--- src/rtl/axis_pkt_if.sv ---
// AXI-Stream channel between the packet master and its downstream slave.
// tready flows back from the slave; everything else flows forward.
interface axis_pkt_if #(
    parameter int DATA_W = 32
);
    logic              tvalid;
    logic              tready;
    logic [DATA_W-1:0] tdata;
    logic              tlast;

    modport master (output tvalid, output tdata, output tlast, input tready);
    modport slave  (input tvalid, input tdata, input tlast, output tready);
endinterface

--- src/rtl/axis_pkt_master.sv ---
// AXI-Stream packet master: producers fill a FIFO, start drains pkt_len beats onto AXIS.
// Optional AXIS_PKT_OVF_EN adds a sticky ovf flag for writes dropped while the FIFO is full.
module axis_pkt_master #(
    parameter int DATA_W = 32,
    parameter int DEPTH  = 16,
    parameter int LEN_W  = 8
) (
    input  logic                     clk,
    input  logic                     rst,
    input  logic                     wr_en,
    input  logic [DATA_W-1:0]        wr_data,
    output logic                     full,
    output logic [$clog2(DEPTH):0]   level,
    input  logic                     start,
    input  logic [LEN_W-1:0]         pkt_len,
    output logic                     busy,
    output logic                     finish,
`ifdef AXIS_PKT_OVF_EN
    output logic                     ovf,
`endif
    axis_pkt_if.master               axis
);

    localparam int PTR_W = $clog2(DEPTH);
    localparam logic [PTR_W:0] FULL_LVL = (PTR_W + 1)'(DEPTH);

    typedef enum logic {IDLE, SEND} state_t;

    state_t            state;
    logic [DATA_W-1:0] mem [DEPTH];
    logic [PTR_W-1:0]  rd_ptr;
    logic [PTR_W-1:0]  wr_ptr;
    logic [PTR_W:0]    count;
    logic [LEN_W-1:0]  len_q;
    logic [LEN_W-1:0]  cnt;

    logic empty;
    logic hs;
    logic push;
    logic drop;
    logic last_beat;
    logic start_ok;

    // Every AXIS output derives from registers only, so no input reaches them combinationally.
    assign empty       = (count == '0);
    assign full        = (count == FULL_LVL);
    assign level       = count;
    assign busy        = (state == SEND);
    assign axis.tvalid = (state == SEND) && !empty;
    assign axis.tdata  = mem[rd_ptr];
    assign last_beat   = (cnt == len_q - LEN_W'(1));
    assign axis.tlast  = axis.tvalid && last_beat;

    assign hs       = axis.tvalid && axis.tready;
    // A pop in the same cycle frees the slot, so a write into a full FIFO still lands.
    assign drop     = wr_en && full && !hs;
    assign push     = wr_en && !drop;
    assign start_ok = (state == IDLE) && start && (pkt_len != '0);

    // NOTE: the storage array has no reset; clearing the pointers and count is what flushes
    // the FIFO, and a reset-free array maps onto plain RAM.
    always_ff @(posedge clk) begin
        if (push) begin
            mem[wr_ptr] <= wr_data;
        end
    end

    always_ff @(posedge clk or posedge rst) begin
        if (rst) begin
            rd_ptr <= '0;
            wr_ptr <= '0;
            count  <= '0;
        end else begin
            if (push) begin
                wr_ptr <= wr_ptr + PTR_W'(1);
            end
            if (hs) begin
                rd_ptr <= rd_ptr + PTR_W'(1);
            end
            if (push && !hs) begin
                count <= count + (PTR_W + 1)'(1);
            end else if (hs && !push) begin
                count <= count - (PTR_W + 1)'(1);
            end
        end
    end

    // NOTE: non-blocking assignments throughout, so every decision in this block sees the
    // pre-edge values of the other registers regardless of statement order.
    always_ff @(posedge clk or posedge rst) begin
        if (rst) begin
            state  <= IDLE;
            len_q  <= '0;
            cnt    <= '0;
            finish <= 1'b0;
`ifdef AXIS_PKT_OVF_EN
            ovf    <= 1'b0;
`endif
        end else begin
            finish <= 1'b0;
            case (state)
                IDLE: begin
                    if (start_ok) begin
                        state <= SEND;
                        len_q <= pkt_len;
                        cnt   <= '0;
                    end
                end
                SEND: begin
                    if (hs) begin
                        cnt <= cnt + LEN_W'(1);
                        if (last_beat) begin
                            state  <= IDLE;
                            finish <= 1'b1;
                        end
                    end
                end
                default: state <= IDLE;
            endcase
`ifdef AXIS_PKT_OVF_EN
            // A drop in the same cycle as an accepted start wins: the flag reports the loss.
            if (drop) begin
                ovf <= 1'b1;
            end else if (start_ok) begin
                ovf <= 1'b0;
            end
`endif
        end
    end

endmodule
--- src/flat_wrapper.sv ---
// flat-port wrapper written by rule: the top's interface ports become plain ports
module axis_pkt_master_flat 
#(
    parameter int DATA_W = 32,
    parameter int DEPTH  = 16,
    parameter int LEN_W  = 8
)
  (clk, rst, wr_en, wr_data, full, level, start, pkt_len, busy, finish, axis_tvalid, axis_tdata, axis_tlast, axis_tready);
  axis_pkt_if #(.DATA_W(DATA_W)) axis_i ();
  input  logic clk;
  input  logic rst;
  input  logic wr_en;
  input  logic [DATA_W-1:0] wr_data;
  output logic full;
  output logic [$clog2(DEPTH):0] level;
  input  logic start;
  input  logic [LEN_W-1:0] pkt_len;
  output logic busy;
  output logic finish;
  output wire logic [$bits(axis_i.tvalid)-1:0] axis_tvalid;
  output wire logic [$bits(axis_i.tdata)-1:0] axis_tdata;
  output wire logic [$bits(axis_i.tlast)-1:0] axis_tlast;
  input wire logic [$bits(axis_i.tready)-1:0] axis_tready;
  assign axis_tvalid = axis_i.tvalid;
  assign axis_tdata = axis_i.tdata;
  assign axis_tlast = axis_i.tlast;
  assign axis_i.tready = axis_tready;
  axis_pkt_master #(.DATA_W(DATA_W), .DEPTH(DEPTH), .LEN_W(LEN_W)) u_core (.clk(clk), .rst(rst), .wr_en(wr_en), .wr_data(wr_data), .full(full), .level(level), .start(start), .pkt_len(pkt_len), .busy(busy), .finish(finish), .axis(axis_i));
endmodule
--- config.mk ---
export PLATFORM = sky130hd
export DESIGN_NAME = axis_pkt_master_flat
export DESIGN_NICKNAME = d
export VERILOG_FILES = /design/src/rtl/axis_pkt_if.sv /design/src/rtl/axis_pkt_master.sv /design/src/flat_wrapper.sv
export SDC_FILE = /design/constraint.sdc
export NUM_CORES = 1
export LEC_CHECK = 0
export CORE_MARGIN = 3
export CORE_UTILIZATION = 40
export CTS_CLUSTER_DIAMETER = 60
export DETAILED_ROUTE_END_ITERATION = 12
export HOLD_SLACK_MARGIN = 0.06
export PLACE_DENSITY = 0.62
export SYNTH_ARGS = -nofsm -noshare
export SYNTH_HDL_FRONTEND = slang
export SYNTH_SLANG_ARGS = --single-unit
export TNS_END_PERCENT = 5
--- constraint.sdc ---
create_clock -name clk -period 5.3 [get_ports clk]
set_input_delay 0.53 -clock clk [delete_from_list [all_inputs] [get_ports clk]]
set_output_delay 0.53 -clock clk [all_outputs]
set_load 0.01 [all_outputs]
Word level (Yosys, flattened, before mapping)
Memory sizes are Yosys's and may differ from the RTL's.
Cells that the tools add are included.
Widths: inputs -> output; s select.
{"block": "word_totals", "register_bits": 31, "ram_bits": 512, "input_bits": 45, "wordCells": 52, "memories": 1}
{"block": "op_classes", "addsub": 6, "eq_ne": 4, "n_mux": 14, "n_bitwise": 1, "reduce_logical": 19}
{"memory": "u_core.mem", "depth": 16, "word_bits": 32, "read_ports": 1, "rd_ports_with_merged_regs": 0, "write_ports": 1, "line": "axis_pkt_master.sv:30", "text": "logic [DATA_W-1:0] mem [DEPTH];"}
{"op": "$mux 8", "n": 2}
{"op": "$pmux 8 s2", "n": 1}
{"op": "$logic_and 1x1->1", "n": 10}
{"op": "$mux 5", "n": 2}
{"op": "$add 4x1->4 const B", "n": 2}
{"op": "$add 8x1->8 const B", "n": 1}
{"op": "$eq 8x8->1", "n": 1}
{"op": "$mux 1", "n": 8}
{"op": "$reduce_bool 8->1", "n": 1}
{"op": "$sub 8x1->8 const B", "n": 1}
{"op": "$add 5x1->5 const B", "n": 1}
{"op": "$eq 5x5->1 const B", "n": 1}
{"op": "$logic_not 5->1", "n": 1}
{"op": "$sub 5x1->5 const B", "n": 1}
{"op": "$logic_not 1->1", "n": 4}
{"op": "$reduce_and 2->1", "n": 2}
{"op": "$ne 2x1->1 const B", "n": 1}
{"op": "$ne 2x2->1 const B", "n": 1}
{"op": "$pmux 1 s2", "n": 1}
{"op": "$reduce_bool 2->1", "n": 1}
{"op": "$not 1->1", "n": 1}

Longest topological paths before layout
{"block": "depth", "ltp_word": 12, "mapped_depth": 11, "depth_no_buf": 11}

Worst setup path after synthesis
OpenSTA, ideal clock, no wires.
{"block": "synth_path", "path_kind": "register to register", "from": "register u_core.count[0], in the netlist u_core.level[0]", "to": "memory u_core.mem[3][0] (enable)", "setup_time_ps": 461, "arrival_time_ps": 3587, "required_time_ps": 4839, "slack_ps": 1252, "stages_incl_launch_ff": 6, "synth_period_minus_slack_ps": 4048, "path_cell_list": "dfrtp_1 > or4_1 > nor2_1 > a21boi_1 > nand2_1 > nor3_1"}
{"block": "synth_between", "elab_cells_between_ends": 12}
{"element": "start: declaration", "line": "axis_pkt_master.sv:33", "text": "logic [PTR_W:0] count;"}
{"element": "start signal: assignment", "line": "axis_pkt_master.sv:81", "text": "count <= count + (PTR_W + 1)'(1);"}
{"element": "start signal: assignment", "line": "axis_pkt_master.sv:83", "text": "count <= count - (PTR_W + 1)'(1);"}
{"element": "$eq 5x5->1", "line": "axis_pkt_master.sv:46", "text": "assign full = (count == FULL_LVL);"}
{"element": "named net full", "line": "flat_wrapper.sv:14", "text": "output logic full;"}
{"element": "$logic_and 1x1->1 (2 in series)", "line": "axis_pkt_master.sv:56", "text": "assign drop = wr_en && full && !hs;"}
{"element": "$logic_not 1->1", "line": "axis_pkt_master.sv:57", "text": "assign push = wr_en && !drop;"}
{"element": "$logic_and 1x1->1", "line": "axis_pkt_master.sv:57"}
{"element": "named net u_core.push", "line": "axis_pkt_master.sv:39", "text": "logic push;"}
{"element": "$mux 1", "line": "axis_pkt_master.sv:63", "text": "if (push) begin"}
{"element": "$mux 1 (implied by the code)", "line": "axis_pkt_master.sv:64", "text": "mem[wr_ptr] <= wr_data;"}
{"element": "end: declaration", "line": "axis_pkt_master.sv:30"}
The timed path passes the listed nets, and every way through them passes these cells.

Worst setup path after layout
{"block": "layout_path", "from": "register u_core.rd_ptr[0]", "to": "output port axis_tdata[15]"}
{"block": "layout_between", "elab_chain_cells": 1}
{"element": "start: declaration", "line": "axis_pkt_master.sv:31", "text": "logic [PTR_W-1:0] rd_ptr;"}
{"element": "start signal: assignment", "line": "axis_pkt_master.sv:78", "text": "rd_ptr <= rd_ptr + PTR_W'(1);"}
{"element": "$mem_v2 16x32"}
{"element": "end: declaration", "line": "flat_wrapper.sv:21", "text": "output wire logic [$bits(axis_i.tdata)-1:0] axis_tdata;"}
No other way between the ends.

==> impl_metrics.env <==
export IMPL_status="finished, final reports clean"
export IMPL_yosysSeqAreaShare=0.768
export IMPL_grt_usage=0.161
export IMPL_worst_hold_slack_ns=0.312
export IMPL_synth_nets=957
export IMPL_finClkSkew_ns=0.0153
export IMPL_top_usage_layer="met2"
export IMPL_synth_edf_count=512
export IMPL_synthArstFlopShare=0.0571
export IMPL_drt_first_pass_iters=4
export IMPL_fmax_ghz=0.246
export IMPL_cts_repair_resized=0
export IMPL_crit_type="reg -> out"
export IMPL_ys_flop_type="edfxtp_1"
export IMPL_max_stage_delay_ns=0.82
export IMPL_wirelength_um=44300
export IMPL_synth_ff_latch_count=543
export IMPL_grt_pass1_wl_um=66800
export IMPL_cts_sinks=543
export IMPL_cp_arrival_ns=3.54
export IMPL_layout_setup_ws_ns=1.23
export IMPL_peakVddDrop_mv=0.280
export IMPL_finalMaxSlewViolations=0
export IMPL_cp_start_kind="register"
export IMPL_cts_buffer_depth=3
export IMPL_synthesis_area_per_instance_um2=23.4
export IMPL_use_met3=0.0284
export IMPL_yosys_warnings=0
export IMPL_die_x_um=235
export IMPL_ctsHtreeMaxLevel=2
export IMPL_synth_area_top_cells="edfxtp_1 73%, mux4_2 17%, dfrtp_1 3.7%, xnor2_1 0.75%, ha_1 0.65%"
export IMPL_first_global_vias=10031
export IMPL_num_vias=9568
export IMPL_r2r_start="u_core.level[0]"
export IMPL_first_iter_violations=887
export IMPL_cp_startpoint="u_core.rd_ptr[0]"
export IMPL_slew_limit_headroom=0.330
export IMPL_die_area_um2=55300
export IMPL_met2_usage=0.260
export IMPL_use_met1=0.227
export IMPL_gp_congestion=0.741
export IMPL_synth_cells=900
export IMPL_numPortBuffers=86
export IMPL_dp_hpwl_um=24700
export IMPL_setup_violations=0
export IMPL_worstSkewPairLatency_ns=0.61
export IMPL_remaining_drc_errors=0
export IMPL_core_region_area_um2=51600
export IMPL_fin_cells=1750
export IMPL_fp_dieH_um=235
export IMPL_crit_top_cell="mux4_2"
export IMPL_rsz0062_at_grt="no"
export IMPL_fin_setup_tns_ns=0
export IMPL_synth_top_area_frac=0.731
export IMPL_path_max_fanout=46
export IMPL_cts_root_buf="clkbuf_16"
export IMPL_fillerInstances=4137
export IMPL_grt_max_degree=52
export IMPL_worstSetupEndpointType="primary output"
export IMPL_post_dp_cell_area_um2=22900
export IMPL_power_leakage_uw=0.00781
export IMPL_drt_vias_per_instance=5.47
export IMPL_cts_tree="done"
export IMPL_syn_cell_area_um2=21000
export IMPL_crit_chain="buf_12, mux4_2, mux4_2, clkdlybuf4s50_1"
export IMPL_antenna_found_initial=2
export IMPL_cts_clk_slew_worst_paths_ns=0.06
export IMPL_cts_buffers=56
export IMPL_antenna_cells=0
export IMPL_cap_violations=0
export IMPL_slowest_stage="dfrtp_4"
export IMPL_worst_pin_slew_ns=1.00
export IMPL_cellPowerDensity_nw_per_um2=543
export IMPL_dp_cells=1650
export IMPL_start_util=0.407
export IMPL_finish_net_count=1085
export IMPL_hold_viol=0
export IMPL_wl_per_cell_um=25.3
export IMPL_syn_to_final_growth_pct=17.4
export IMPL_fin_crit_ns=4.07
export IMPL_synth_cell_type_count=38
export IMPL_final_cell_area_um2=24700
export IMPL_rows=83
export IMPL_hp_class="in -> async"
export IMPL_post_cts_buffers=0
export IMPL_fin_crit_sh=0.769
export IMPL_ant_nets=0
export IMPL_post_route_cells_drive_above_1_share=0.276
export IMPL_ctsHoldBuffers=0
export IMPL_overflow=0
export IMPL_cp_required_ns=4.77
export IMPL_yosysTopAreaCell="edfxtp_1"
export IMPL_place_ws_ns=1.56
export IMPL_io_pins=87
Yosys cell counts, types with 3 or more instances:
cell type / instances
a21oi_1: 6
and3_1: 3
buf_1: 11
buf_2: 6
buf_6: 11
clkbuf_1: 15
dfrtp_1: 31
edfxtp_1: 512
ha_1: 11
inv_1: 8
mux2_2: 7
mux4_2: 160
nand2_1: 24
nand2b_1: 3
nand3_1: 3
nand4_1: 4
nor2_1: 22
nor3_1: 8
nor4_1: 3
o21ai_0: 8
xnor2_1: 18
xor2_1: 8
power breakdown:
group	internal (µW)	total, µW	switching [µW]
combinational	2120	3920	1800
sequential	5210	5620	407
clock	2260	3860	1590
total	9590	13400	3800
cell type report:
cell class / count / area [µm²] / area share
tap: 680 / 851 / 0.0345
inverter: 9 / 33.8 / 0.00137
clock buffer: 70 / 1470 / 0.0597
sequential: 543 / 16200 / 0.655
multi-input combinational: 305 / 4690 / 0.190
clock inverter: 30 / 332 / 0.0134
timing repair buffer: 113 / 1130 / 0.0456
cells by family (layout without fill, tap and decap cells):
| logic type | after synthesis | after routing | share of synthesized area |
|---|---|---|---|
| flops | 543 | 543 | 0.768 |
| mux | 167 | 167 | 0.175 |
| simple gates | 75 | 75 | 0.0172 |
| buf+inv | 52 | 222 | 0.0136 |
| xor+xnor | 26 | 26 | 0.0108 |
| compound gates | 25 | 25 | 0.00738 |
| fa+ha+maj | 12 | 12 | 0.00750 |
flip-flops by register name (all words and copies together), names as in the netlist:
register / flops
u_core.rd_ptr: 4
u_core.finish: 1
u_core.cnt: 8
u_core.busy: 1
u_core.len_q: 8
u_core.level: 5
u_core.wr_ptr: 4
u_core.mem: 512
layout by cell type, fill, tap and decap left out, types with 2 or more instances in the layout:
| master | n |
|---|---|
| nor3_1 | 4 |
| nand4_1 | 4 |
| clkinv_1 | 10 |
| dfrtp_4 | 2 |
| mux4_2 | 160 |
| bufinv_16 | 6 |
| xor2_1 | 8 |
| clkbuf_8 | 2 |
| a21oi_1 | 6 |
| clkbuf_16 | 56 |
| buf_12 | 5 |
| ha_1 | 11 |
| nand2_1 | 24 |
| nor4_1 | 3 |
| and3_1 | 3 |
| dfrtp_1 | 27 |
| nor3_2 | 4 |
| inv_6 | 3 |
| xnor2_1 | 18 |
| dfrtp_2 | 2 |
| edfxtp_1 | 512 |
| nand2b_1 | 3 |
| a21o_1 | 2 |
| nor2_1 | 10 |
| nand3_1 | 3 |
| nor2_4 | 12 |
| clkdlybuf4s50_1 | 86 |
| mux2_2 | 7 |
| clkbuf_1 | 12 |
| inv_1 | 8 |
| o21bai_1 | 2 |
| o21ai_0 | 8 |
| clkinv_2 | 7 |
| buf_4 | 22 |
through the flow:
| step | utilization | power, µW |
|---|---|---|
| global route | 0.478 | 14000 |
| finish | 0.478 | 13400 |
| CTS | 0.478 | 13600 |
| detailed placement | 0.443 | 9730 |
| global placement | 0.443 | 9680 |
| floorplan | - | 8190 |
final timing paths:
kind | slack, ns | end | cells after the start
worst max-delay path | 1.23 | axis_tdata[15] | 4
worst min-delay path | 0.31 | u_core.level[0] | 3
worst max register to register | 2.06 | u_core.mem[15][28] | 6
worst min register to register | 0.54 | u_core.len_q[7] | 1
max in group asynchronous | 4.66 | u_core.rd_ptr[1] | 3
min in group clk | 0.54 | u_core.len_q[7] | 1
critical path: cells and delay by family, from the launching register on:
family | cells | cell delay, ns
buffers and inverters | 2 | 0.93
DFF | 1 | 0.82
muxes | 2 | 1.11
metal layers:
metal  vias to the layer above  wire (µm)
met3                        68       2190
li1                       4065          -
met4                         4        981
met5                         -         40
met2                       260      22100
met1                      5171      19000
Power figures use the tool's default switching activity.
